### config.mk
export PLATFORM = sky130hd
export DESIGN_NAME = alu_mc
export DESIGN_NICKNAME = d
export VERILOG_FILES = /design/src/rtl/alu_pkg.sv /design/src/rtl/mul_iter.sv /design/src/rtl/alu_mc.sv
export SDC_FILE = /design/constraint.sdc
export NUM_CORES = 1
export LEC_CHECK = 0
export ABC_AREA = 1
export CAP_MARGIN = 20
export CORE_MARGIN = 3
export CORE_UTILIZATION = 59
export CTS_CLUSTER_SIZE = 8
export DETAILED_ROUTE_END_ITERATION = 10
export PLACE_DENSITY = 0.89
export SLEW_MARGIN = 40
export SYNTH_ARGS = -nofsm -noshare
export SYNTH_HDL_FRONTEND = slang
export SYNTH_SLANG_ARGS = --single-unit
### constraint.sdc
create_clock -name clk -period 2.67 [get_ports clk]
set_input_delay 0.267 -clock clk [delete_from_list [all_inputs] [get_ports clk]]
set_output_delay 0.267 -clock clk [all_outputs]
set_load 0.02 [all_outputs]
### src/rtl/alu_pkg.sv
// ---------------------------------------------------------------------------
// alu_pkg
// Shared types for the multi-cycle ALU (alu_mc) and its iterative multiplier.
//   alu_op_e    : 4-bit opcode carried on ALUControl
//   alu_state_e : FSM state of alu_mc, also driven on its dbg_state output
//   alu_flags_t : NZCV-style flag bundle {zero, neg, carry, ovf}
// ---------------------------------------------------------------------------
package alu_pkg;

   typedef enum logic [3:0] {
      OP_AND   = 4'b0000,
      OP_OR    = 4'b0001,
      OP_ADD   = 4'b0010,
      OP_SUB   = 4'b0110,
      OP_PASSB = 4'b0111,
      OP_MUL   = 4'b1000
   } alu_op_e;

   typedef enum logic [1:0] {
      IDLE = 2'd0,
      BUSY = 2'd1,
      DONE = 2'd2
   } alu_state_e;

   typedef struct packed {
      logic zero;
      logic neg;
      logic carry;
      logic ovf;
   } alu_flags_t;

endpackage

### src/rtl/mul_iter.sv
// ---------------------------------------------------------------------------
// mul_iter
// Iterative shift-add multiplier returning the low N bits of a*b (unsigned).
// One multiplier bit is consumed per cycle, always N cycles per product
// (no early exit on zero operands).
//   clk, rst_n : clock, asynchronous active-low reset (aborts a running op)
//   start      : pulse; captures a/b and clears the accumulator
//   a, b       : operands, sampled only on start
//   done       : high during the final iteration cycle
//   product    : valid while done is high (includes the final iteration)
// ---------------------------------------------------------------------------
module mul_iter #(
   parameter int N = 64
) (
   input  logic         clk,
   input  logic         rst_n,
   input  logic         start,
   input  logic [N-1:0] a,
   input  logic [N-1:0] b,
   output logic         done,
   output logic [N-1:0] product
);

   localparam int            CW   = $clog2(N) + 1;
   localparam logic [CW-1:0] LAST = CW'(N - 1);

   logic          running;
   logic [CW-1:0] cnt;
   logic [N-1:0]  mcand;
   logic [N-1:0]  mplier;
   logic [N-1:0]  acc;
   logic [N-1:0]  acc_next;

   // Partial products above bit N-1 are shifted out of mcand and dropped,
   // which is exactly the truncation to the low N bits.
   assign acc_next = acc + (mplier[0] ? mcand : '0);

   // product is the accumulator after this cycle's step, so the consumer can
   // register it on the same edge that retires the last iteration.
   assign done    = running && (cnt == LAST);
   assign product = acc_next;

   always_ff @(posedge clk or negedge rst_n) begin
      if (!rst_n) begin
         running <= 1'b0;
         cnt     <= '0;
         mcand   <= '0;
         mplier  <= '0;
         acc     <= '0;
      end else if (start) begin
         running <= 1'b1;
         cnt     <= '0;
         mcand   <= a;
         mplier  <= b;
         acc     <= '0;
      end else if (running) begin
         acc    <= acc_next;
         mcand  <= mcand << 1;
         mplier <= mplier >> 1;
         cnt    <= cnt + 1'b1;
         if (done) begin
            running <= 1'b0;
         end
      end
   end

endmodule

### src/rtl/alu_mc.sv
// ---------------------------------------------------------------------------
// alu_mc
// Multi-cycle ALU with valid/ready operand and result channels.
// Build option: define ALU_MUL_EN to support MUL (opcode 1000) through the
// iterative multiplier mul_iter; otherwise 1000 is treated as illegal and no
// multiplier logic exists.
//   clk         : clock, rising edge
//   reset       : asynchronous, active-low reset
//   in_valid    : operands/opcode present       in_ready : can accept
//   a, b        : N-bit operands                ALUControl : alu_op_e opcode
//   out_valid   : result/flags valid            out_ready  : consumer accepts
//   result      : registered N-bit result
//   zero, neg   : result==0 / result[N-1]
//   carry, ovf  : C and V flags for ADD/SUB, 0 otherwise
//   dbg_state   : current FSM state
//
// Handshake: a transfer happens on a rising edge where valid && ready are
// both high. in_ready is high only in IDLE with reset released; operands are
// captured on the accepting edge and later input changes are ignored.
// out_valid is high exactly in DONE; result/flags hold until out_ready is
// seen, then the block returns to IDLE. Ops never overlap, so peak
// throughput is one op every two cycles.
// ---------------------------------------------------------------------------
module alu_mc
   import alu_pkg::*;
#(
   parameter int N = 64
) (
   input  logic         clk,
   input  logic         reset,
   input  logic         in_valid,
   output logic         in_ready,
   input  logic [N-1:0] a,
   input  logic [N-1:0] b,
   input  logic [3:0]   ALUControl,
   output logic         out_valid,
   input  logic         out_ready,
   output logic [N-1:0] result,
   output logic         zero,
   output logic         neg,
   output logic         carry,
   output logic         ovf,
   output alu_state_e   dbg_state
);

   alu_state_e state;
   alu_state_e state_next;
   alu_flags_t flags_q;

   logic         accept;
   logic         is_mul;
   logic         load_sc;
   logic         load_mul;
   logic         mul_start;
   logic         mul_done;
   logic [N-1:0] mul_product;

   // Single-cycle datapath
   logic         is_sub;
   logic [N-1:0] addend;
   logic [N:0]   sum;
   logic [N-1:0] sc_res;
   logic         sc_carry;
   logic         sc_ovf;

   assign accept    = in_valid && in_ready;
   assign in_ready  = (state == IDLE) && reset;
   assign out_valid = (state == DONE);
   assign dbg_state = state;

   assign zero  = flags_q.zero;
   assign neg   = flags_q.neg;
   assign carry = flags_q.carry;
   assign ovf   = flags_q.ovf;

   // SUB is a + ~b + 1, so carry-out set means no borrow.
   assign is_sub = (ALUControl == OP_SUB);
   assign addend = is_sub ? ~b : b;
   assign sum    = {1'b0, a} + {1'b0, addend} + {{N{1'b0}}, is_sub};

   always_comb begin
      sc_res   = '0;
      sc_carry = 1'b0;
      sc_ovf   = 1'b0;
      case (ALUControl)
         OP_AND:   sc_res = a & b;
         OP_OR:    sc_res = a | b;
         OP_ADD,
         OP_SUB: begin
            sc_res   = sum[N-1:0];
            sc_carry = sum[N];
            // Same-sign inputs producing a different-sign sum overflowed.
            sc_ovf   = (a[N-1] == addend[N-1]) && (sum[N-1] != a[N-1]);
         end
         OP_PASSB: sc_res = b;
         default:  sc_res = '0;
      endcase
   end

`ifdef ALU_MUL_EN
   assign is_mul = (ALUControl == OP_MUL);

   mul_iter #(
      .N (N)
   ) u_mul (
      .clk     (clk),
      .rst_n   (reset),
      .start   (mul_start),
      .a       (a),
      .b       (b),
      .done    (mul_done),
      .product (mul_product)
   );
`else
   assign is_mul      = 1'b0;
   assign mul_done    = 1'b0;
   assign mul_product = '0;
`endif

   // FSM: state register
   always_ff @(posedge clk or negedge reset) begin
      if (!reset) begin
         state <= IDLE;
      end else begin
         state <= state_next;
      end
   end

   // FSM: next state and load strobes
   always_comb begin
      state_next = state;
      load_sc    = 1'b0;
      load_mul   = 1'b0;
      mul_start  = 1'b0;
      case (state)
         IDLE: begin
            if (accept) begin
               if (is_mul) begin
                  state_next = BUSY;
                  mul_start  = 1'b1;
               end else begin
                  state_next = DONE;
                  load_sc    = 1'b1;
               end
            end
         end
         BUSY: begin
            if (mul_done) begin
               state_next = DONE;
               load_mul   = 1'b1;
            end
         end
         DONE: begin
            if (out_ready) begin
               state_next = IDLE;
            end
         end
         default: state_next = IDLE;
      endcase
   end

   // Output registers; untouched while DONE waits on out_ready.
   always_ff @(posedge clk or negedge reset) begin
      if (!reset) begin
         result  <= '0;
         flags_q <= '0;
      end else if (load_sc) begin
         result        <= sc_res;
         flags_q.zero  <= (sc_res == '0);
         flags_q.neg   <= sc_res[N-1];
         flags_q.carry <= sc_carry;
         flags_q.ovf   <= sc_ovf;
      end else if (load_mul) begin
         result        <= mul_product;
         flags_q.zero  <= (mul_product == '0);
         flags_q.neg   <= mul_product[N-1];
         flags_q.carry <= 1'b0;
         flags_q.ovf   <= 1'b0;
      end
   end

endmodule

==> flow_summary.json, run 1 <==
{
  "run_status": "aborted with a tool error",
  "stop_stage": "4_1_cts",
  "first-error": "[ERROR DPL-0033] detailed placement checks failed during check placement.",
  "cts_inserted_buffers": 9,
  "ctsLongestPathBuffers": 2,
  "place_hpwl_um": 42520,
  "yosys_warnings": 0,
  "yosysSeqAreaShare_pct": 15.22,
  "syn_nets": 2321,
  "ys_seq_elements": 68,
  "synth_edf_count": 0,
  "place.gp.congestion": 1.163,
  "synthArstFlopShare_pct": 100.0,
  "cts.root.buffer_cell": "clkbuf_16",
  "post-cts-setup-buffers": 53,
  "placed_cells": 2846,
  "htreeDepth": 3,
  "synth_ff_type": "dfrtp_1",
  "die_w_um": 143.7,
  "fp.dieH_um": 143.7,
  "hold_buffers": 0,
  "start_util_pct": 61.21,
  "io_buffers": 206,
  "dp_slack_ns": -1.897,
  "synthCells": 2108,
  "netlist_area_um2": 11180,
  "cts_sinks": 68,
  "synth_cell_types": 40,
  "row_count": 49,
  "io_pins": 208,
  "syn_avg_cell_area_um2": 5.305,
  "ctsResizeCount": 351
}
[per-stage QoR]
step	hold WS [ns]	util (%)	cell area (um2)
detailed placement	0.4713	88.23	16120
global placement	0.4629	88.23	16120
floorplan	-0.02859	-	11280
[cells by family after synthesis]
kind of cell / after synthesis / synth area share (%)
flops: 68 / 15.22
compound gates: 267 / 12.79
fa+ha+maj: 77 / 8.682
other cells: 1 / 0.03353
buf+inv: 466 / 15.86
simple gates: 1166 / 42.48
xor+xnor: 63 / 4.934
[cells in the mapped netlist, types with 2 or more instances]
master / instances / share of area [%]
nand4_1: 20 / 1.1
nor3_1: 17 / 0.76
buf_4: 3 / 0.20
o22ai_1: 2 / 0.11
inv_2: 3 / 0.10
nand2_1: 723 / 24
ha_1: 76 / 8.5
nor3_2: 3 / 0.27
a21oi_1: 72 / 3.2
o21ai_0: 160 / 7.2
o21a_1: 6 / 0.40
nand2_2: 9 / 0.50
o21bai_1: 17 / 1.1
nor2_1: 241 / 8.1
xor2_1: 61 / 4.8
nand3b_1: 19 / 1.3
nand3_2: 2 / 0.18
xnor2_1: 2 / 0.16
dfrtp_1: 68 / 15
and3_1: 2 / 0.11
clkbuf_1: 31 / 1.0
and2_1: 2 / 0.11
nand3_1: 122 / 5.5
a21boi_0: 3 / 0.20
inv_1: 415 / 14
nor2_2: 4 / 0.22
buf_1: 8 / 0.27
buf_2: 5 / 0.22
==> run 2, diff against run 1 <==
--- a/config.mk
+++ b/config.mk
@@ -8,10 +8,9 @@
 export ABC_AREA = 1
 export CAP_MARGIN = 20
 export CORE_MARGIN = 3
-export CORE_UTILIZATION = 59
-export CTS_CLUSTER_SIZE = 8
+export CORE_UTILIZATION = 40
 export DETAILED_ROUTE_END_ITERATION = 10
-export PLACE_DENSITY = 0.89
+export PLACE_DENSITY_LB_ADDON = 0.15
 export SLEW_MARGIN = 40
 export SYNTH_ARGS = -nofsm -noshare
 export SYNTH_HDL_FRONTEND = slang
==> run 2 against run 1 <==
The flow now finishes, with violations (setup timing). Area after synthesis unchanged. Synthesized cell count unchanged.
==> flow_summary.json, run 2 <==
{
  "run_status": "finished, violations left",
  "violations": "setup timing",
  "p_per_area_nw_per_um2": 357.9,
  "nets": 2991,
  "worstMarginPinSlew_ns": 0.8123,
  "grt_pass1_wl_um": 85550,
  "core_um2": 27250,
  "cpPeakStageDelay_ns": 0.31,
  "syn_avg_cell_area_um2": 5.305,
  "final_cell_mix": "nand2_1 (501), buf_4 (433), inv_1 (367)",
  "crit_required_ns": 2.93,
  "drive_gt1_share_pct": 38.30,
  "end_kind": "register",
  "synth_cell_types": 40,
  "cp_top_family": "simple AND/OR/NAND/NOR gates",
  "yosysSeqAreaShare_pct": 15.22,
  "fin_util_pct": 74.89,
  "vias_per_cell": 5.179,
  "slew_headroom_pct": 45.85,
  "htreeDepth": 3,
  "place.gp.congestion": 1.048,
  "diodes": 0,
  "drt-wirelength-per-cell_um": 18.47,
  "yosysMostFrequentCell": "nand2_1",
  "start_kind": "primary input",
  "fp.dieH_um": 173.2,
  "start_util_pct": 41.04,
  "row_count": 60,
  "drc": 0,
  "antenna_found_initial": 0,
  "yosysTopAreaCell": "nand2_1",
  "drt_wl_total_um": 58270,
  "clk_pin_slew_ns": 0.06,
  "cts.root.buffer_cell": "clkbuf_16",
  "critical_path.max_fanout": 7,
  "drt_iter0_drc": 1371,
  "ctsLongestPathBuffers": 2,
  "peakVddDrop_v": 0.0003626,
  "multiInputGateArea_um2": 10100,
  "cts_inserted_buffers": 9,
  "grt_pass1_vias": 15600,
  "yosys.area.top_type_share_pct": 24.27,
  "synth_ff_type": "dfrtp_1",
  "final-max-slew-violation-count": 0,
  "overflow": 0,
  "layout_commonest_cell": "nand2_1",
  "synthArstFlopShare_pct": 100.0,
  "hold_class": "primary input to asynchronous set/reset pin",
  "hold_buffers": 0,
  "worst-path-buf-inv": 7,
  "skew_ns": 0.009408,
  "regMostFlops": "result",
  "fillers": 2266,
  "period_minus_slack_ns": 3.232,
  "maxCapViolCount": 0,
  "synth_edf_count": 0,
  "period_share_pct": 121.1,
  "slowest_stage": "ha_1",
  "design.die.area_um2": 30000,
  "vias": 16341,
  "io_buffers": 206,
  "track_usage_pct": 36.10,
  "yosys_warnings": 0,
  "io_pins": 208,
  "synth_commonest_cells": "nand2_1 (723), inv_1 (415), nor2_1 (241)",
  "rsz0062_at_grt": "yes",
  "grt_max_degree": 85,
  "hold_violations": 0,
  "cp.arrival_ns": 3.49,
  "fin_ws_ns": -0.5624,
  "cts_sinks": 68,
  "syn_nets": 2321,
  "clk_latency_ns": 0.33,
  "syn_to_final_growth_pct": 82.49,
  "netlist_area_um2": 11180,
  "dp_slack_ns": -1.607,
  "synthCells": 2108,
  "leakage_nw": 10.75,
  "firstDrtPassIters": 5,
  "yosys-top-cells-area": "nand2_1 (24%), dfrtp_1 (15%), inv_1 (14%), ha_1 (8.5%), nor2_1 (8.1%)",
  "cts_tree": "yes",
  "ant_nets": 0,
  "ys_seq_elements": 68,
  "setup.worst_path.class": "primary input to register",
  "setup_viol": 48,
  "largest_reg_flops": 64,
  "fin_tns_setup_ns": -10.09,
  "die_w_um": 173.2,
  "place_hpwl_um": 46070,
  "seq_area_um2": 1702,
  "max_freq_mhz": 309.4
}
[run 2: cell counts after synthesis]
No cell type changed its count.
[run 2: where the power goes]
part	leakage, nW	internal (mW)	switching, mW	total (mW)
logic	9.70	2.20	2.64	4.84
registers	0.909	1.17	0.0977	1.27
clock network	0.150	0.728	0.468	1.20
total	10.8	4.10	3.20	7.31
[run 2: through the flow]
stage               instance area [um2]  power, mW  cells  hold WS (ns)
detailed placement                16940      5.106   3066        0.4367
floorplan                         11280      3.031   2108      -0.02859
global route                      20410      7.691   3155        0.1088
CTS                               19060      6.819   3122       0.08820
global placement                  16940      5.068   3066        0.4622
finish                            20410      7.305   3155       0.04591
[run 2: path summary, 6_finish.rpt]
check	start	endpoint	slack [ns]	cells after the start
max	ALUControl[3]	zero$_DFFE_PN0P_	-0.56	28
min	reset	result[11]$_DFFE_PN0P_	0.05	2
max reg2reg	dbg_state[1]$_DFFE_PN0P_	zero$_DFFE_PN0P_	0.83	13
min reg2reg	result[42]$_DFFE_PN0P_	result[42]$_DFFE_PN0P_	0.48	2
max in group asynchronous	reset	result[40]$_DFFE_PN0P_	2.15	2
min in group clk	result[42]$_DFFE_PN0P_	result[42]$_DFFE_PN0P_	0.48	2
[run 2: worst register-to-register path, cell delays in order (launching register included)]
cell	delay (ns)
dfrtp_1	0.41
nor2_1	0.18
nand2_2	0.07
inv_1	0.09
nand3b_1	0.11
nor2_1	0.13
nand3_1	0.09
nor2_2	0.10
nand3_2	0.10
nor2_2	0.12
nand4_1	0.11
nor2_1	0.11
nand3_1	0.09
nand2_1	0.06
[run 2: logic make-up (layout without fill, tap and decap cells)]
kind of cell | after synthesis | count (layout) | synth area share (%)
XOR/XNOR | 63 | 63 | 4.934
flip-flops | 68 | 68 | 15.22
AO/OA/AOI/OAI | 267 | 267 | 12.79
buffers and inverters | 466 | 1141 | 15.86
adder cells (fa/ha/maj) | 77 | 77 | 8.682
other | 1 | 1 | 0.03353
AND/OR/NAND/NOR | 1166 | 1166 | 42.48
[run 2: what timing repair did]
item	4_1_cts	5_1_grt
gates cloned	3	0
pin swaps	137	123
setup buffers	43	33
gates resized for setup	459	280
endpoints found under the setup margin	64	60
[run 2: per-layer routing]
metal	global-route usage, %	vias to the layer above	part of all wire (%)
met5	0	-	0
met4	17.43	0	6.8
met3	4.809	179	6.8
met2	62.91	766	48
met1	43.85	7592	39
li1	-	7804	-
[run 2: layout make-up]
cell class	count	area share, %
Multi-Input combinational cell	1574	49.47
Timing Repair Buffer	707	30.74
Sequential cell	68	8.338
Inverter	418	7.700
Tap cell	372	2.281
Clock buffer	9	1.104
Clock inverter	7	0.3679
(Power assumes the default switching activity.)
==> run 3, diff against run 2 <==
--- a/config.mk
+++ b/config.mk
@@ -7,10 +7,14 @@
 export LEC_CHECK = 0
 export ABC_AREA = 1
 export CAP_MARGIN = 20
+export CELL_PAD_IN_SITES_DETAIL_PLACEMENT = 1
+export CELL_PAD_IN_SITES_GLOBAL_PLACEMENT = 2
 export CORE_MARGIN = 3
-export CORE_UTILIZATION = 40
+export CORE_UTILIZATION = 29
+export CTS_BUF_LIST = sky130_fd_sc_hd__clkbuf_4
 export DETAILED_ROUTE_END_ITERATION = 10
 export PLACE_DENSITY_LB_ADDON = 0.15
+export REMOVE_ABC_BUFFERS = 1
 export SLEW_MARGIN = 40
 export SYNTH_ARGS = -nofsm -noshare
 export SYNTH_HDL_FRONTEND = slang
==> run 3 against run 2 <==
The flow still finishes with violations (setup timing). Non-clock buffer count is 2 lower. Cell count is 4.4% higher. Sequential share of layout area is 0.59 points higher. First-iteration DRC count is 44% lower. Clock-buffer cell count stayed put. Power is 9.2% lower. Register-to-register slack worse by 0.31 ns. Maximum frequency is 6.8% higher. Hold slack better by 0.17 ns. Sequential power hardly changed.
==> flow_summary.json, run 3 (synthesized netlist as in run 2, its figures left out) <==
{
  "slew_headroom_pct": 45.84,
  "largest_reg_flops": 64,
  "run_status": "finished, violations left",
  "multiInputGateArea_um2": 8989,
  "fin_util_pct": 50.36,
  "grt_pass1_vias": 16195,
  "row_count": 71,
  "end_kind": "register",
  "p_int_mw": 3.473,
  "drive_gt1_share_pct": 29.63,
  "io_pins": 208,
  "cts_tree": "yes",
  "critical_path.max_fanout": 16,
  "die_w_um": 202.4,
  "rsz0062_at_grt": "yes",
  "hold_class": "primary input to asynchronous set/reset pin",
  "syn_to_final_growth_pct": 70.43,
  "start_util_pct": 29.55,
  "clk_latency_ns": 0.67,
  "final-max-slew-violation-count": 0,
  "final_cells": 3293,
  "crit_required_ns": 3.31,
  "seq_area_um2": 1702,
  "cts.root.buffer_cell": "clkbuf_4",
  "worstMarginPinSlew_ns": 0.8039,
  "cts_sinks": 68,
  "htreeDepth": 3,
  "place.gp.congestion": 0.9698,
  "grt_pass1_wl_um": 93580,
  "skew_ns": 0.1041,
  "track_usage_pct": 29.84,
  "clockPowerShare_pct": 13.6,
  "clk_pin_slew_ns": 0.28,
  "leakage_nw": 10.27,
  "fillers": 5231,
  "firstDrtPassIters": 5,
  "combPwrFrac_pct": 67.5,
  "peakVddDrop_v": 0.0002044,
  "vias": 15802,
  "cts_inserted_buffers": 9,
  "design.die.area_um2": 40960,
  "placed_cells": 3243,
  "drt-wirelength-per-cell_um": 19.25,
  "p_per_area_nw_per_um2": 348.2,
  "layout_commonest_cell": "nand2_1",
  "vias_per_cell": 4.799,
  "start_kind": "primary input",
  "drc": 0,
  "regMostFlops": "result",
  "grt_max_degree": 85,
  "fp.dieH_um": 202.4,
  "max_freq_mhz": 330.5,
  "cp.arrival_ns": 3.66,
  "dp_slack_ns": -2.219,
  "drt_wl_total_um": 63400,
  "maxCapViolCount": 0,
  "overflow": 0,
  "final_cell_mix": "nand2_1 (625), buf_4 (473), inv_1 (402)",
  "setup_viol": 7,
  "nets": 2989,
  "setup.worst_path.class": "primary input to register",
  "period_minus_slack_ns": 3.026,
  "violations": "setup timing",
  "power_switching_mw": 3.163,
  "hold_violations": 0,
  "antenna_found_initial": 1,
  "period_share_pct": 113.3,
  "drt_iter0_drc": 765,
  "ant_nets": 0,
  "ctsLongestPathBuffers": 2,
  "place_hpwl_um": 52480,
  "fin_ws_ns": -0.3555,
  "core_um2": 37840,
  "sw_frac_of_total_pct": 47.67,
  "pwr-share-seq_pct": 19.0,
  "io_buffers": 206
}
-- run 3: cell types whose count changed in the layout (fill, tap and decap cells not counted), sizes merged --
cell / previous run / this run
inv: 419 / 418
dlygate4sd3: 0 / 1
buf: 506 / 503
clkinvlp: 0 / 1
diode: 0 / 1
-- run 3: power groups by stage --
stage	Combinational (mW)	Clock, mW	Sequential [mW]
2_1_floorplan	1.53	0	1.45
3_3_place_gp	3.87	0	1.27
3_5_place_dp	3.95	0	1.28
4_1_cts	4.13	0.928	1.26
5_1_grt	4.83	0.960	1.28
6_report	4.48	0.901	1.26
-- run 3: layout make-up --
type                    count  share of cell area, %
well taps                 511                  3.355
repair buffers            705                  31.54
clock buffers               9                 0.3545
inverters                 418                  8.245
diodes                      1                0.01313
flip-flops and latches     68                  8.928
clock inverters             7                 0.4004
multi-input cells        1574                  47.16
-- run 3: repair_timing --
action | CTS | global route
pin swaps | 17 | 49
resized for setup | 142 | 249
hold endpoints to repair | 26 | 0
buffers inserted | 12 | 18
hold buffers | 1 | 0
setup endpoints to repair | 60 | 48
cloned | 2 | 0
-- run 3: worst paths after layout --
check	startpoint	to	slack [ns]	cells past startpoint
max	ALUControl[1]	zero$_DFFE_PN0P_	-0.36	26
min	reset	result[32]$_DFFE_PN0P_	0.21	3
max reg2reg	dbg_state[1]$_DFFE_PN0P_	zero$_DFFE_PN0P_	0.52	14
min reg2reg	result[60]$_DFFE_PN0P_	result[60]$_DFFE_PN0P_	0.50	2
max in group asynchronous	reset	result[61]$_DFFE_PN0P_	1.37	4
min in group clk	out_ready	dbg_state[1]$_DFFE_PN0P_	0.24	2
-- run 3: critical path: stages --
cell and delay, ns:
buf_6 0.09, inv_2 0.08, nor2_4 0.05, nand2_4 0.11, buf_16 0.19, buf_4 0.15
xor2_1 0.17, ha_2 0.34, a21oi_1 0.24, nand2_1 0.13, buf_4 0.16, nand2_1 0.07
nand3_1 0.10, nand2_1 0.09, nand2_2 0.09, a21oi_4 0.19, buf_4 0.14, nand3_1 0.08
nand3_2 0.11, nand2_2 0.06, nor2_2 0.08, buf_4 0.15, nand4_1 0.19, nor2_1 0.16
nand3_1 0.09, nand2_1 0.06
-- run 3: per-stage QoR --
step                      instance area [um2]  power (mW)  hold WS [ns]  TNS (ns)
after global placement                  17270       5.138        0.3932    -66.15
after detailed placement                17270       5.224        0.4032    -71.16
after CTS                               18030       6.318        0.2022   -0.8026
after global routing                    19060       7.071        0.2494    -3.933
after floorplan                         10980       2.986      -0.02859    -91.61
final                                   19060       6.636        0.2110    -1.066
-- run 3: layer usage --
metal	share of wire, %	routed length [um]	global-route usage [%]	up-vias
met1	47	29690	40.90	7586
met2	46	28940	48.08	359
met4	3.2	2044	11.16	0
li1	-	-	-	7778
met5	0	0	0	-
met3	4.3	2721	3.672	79
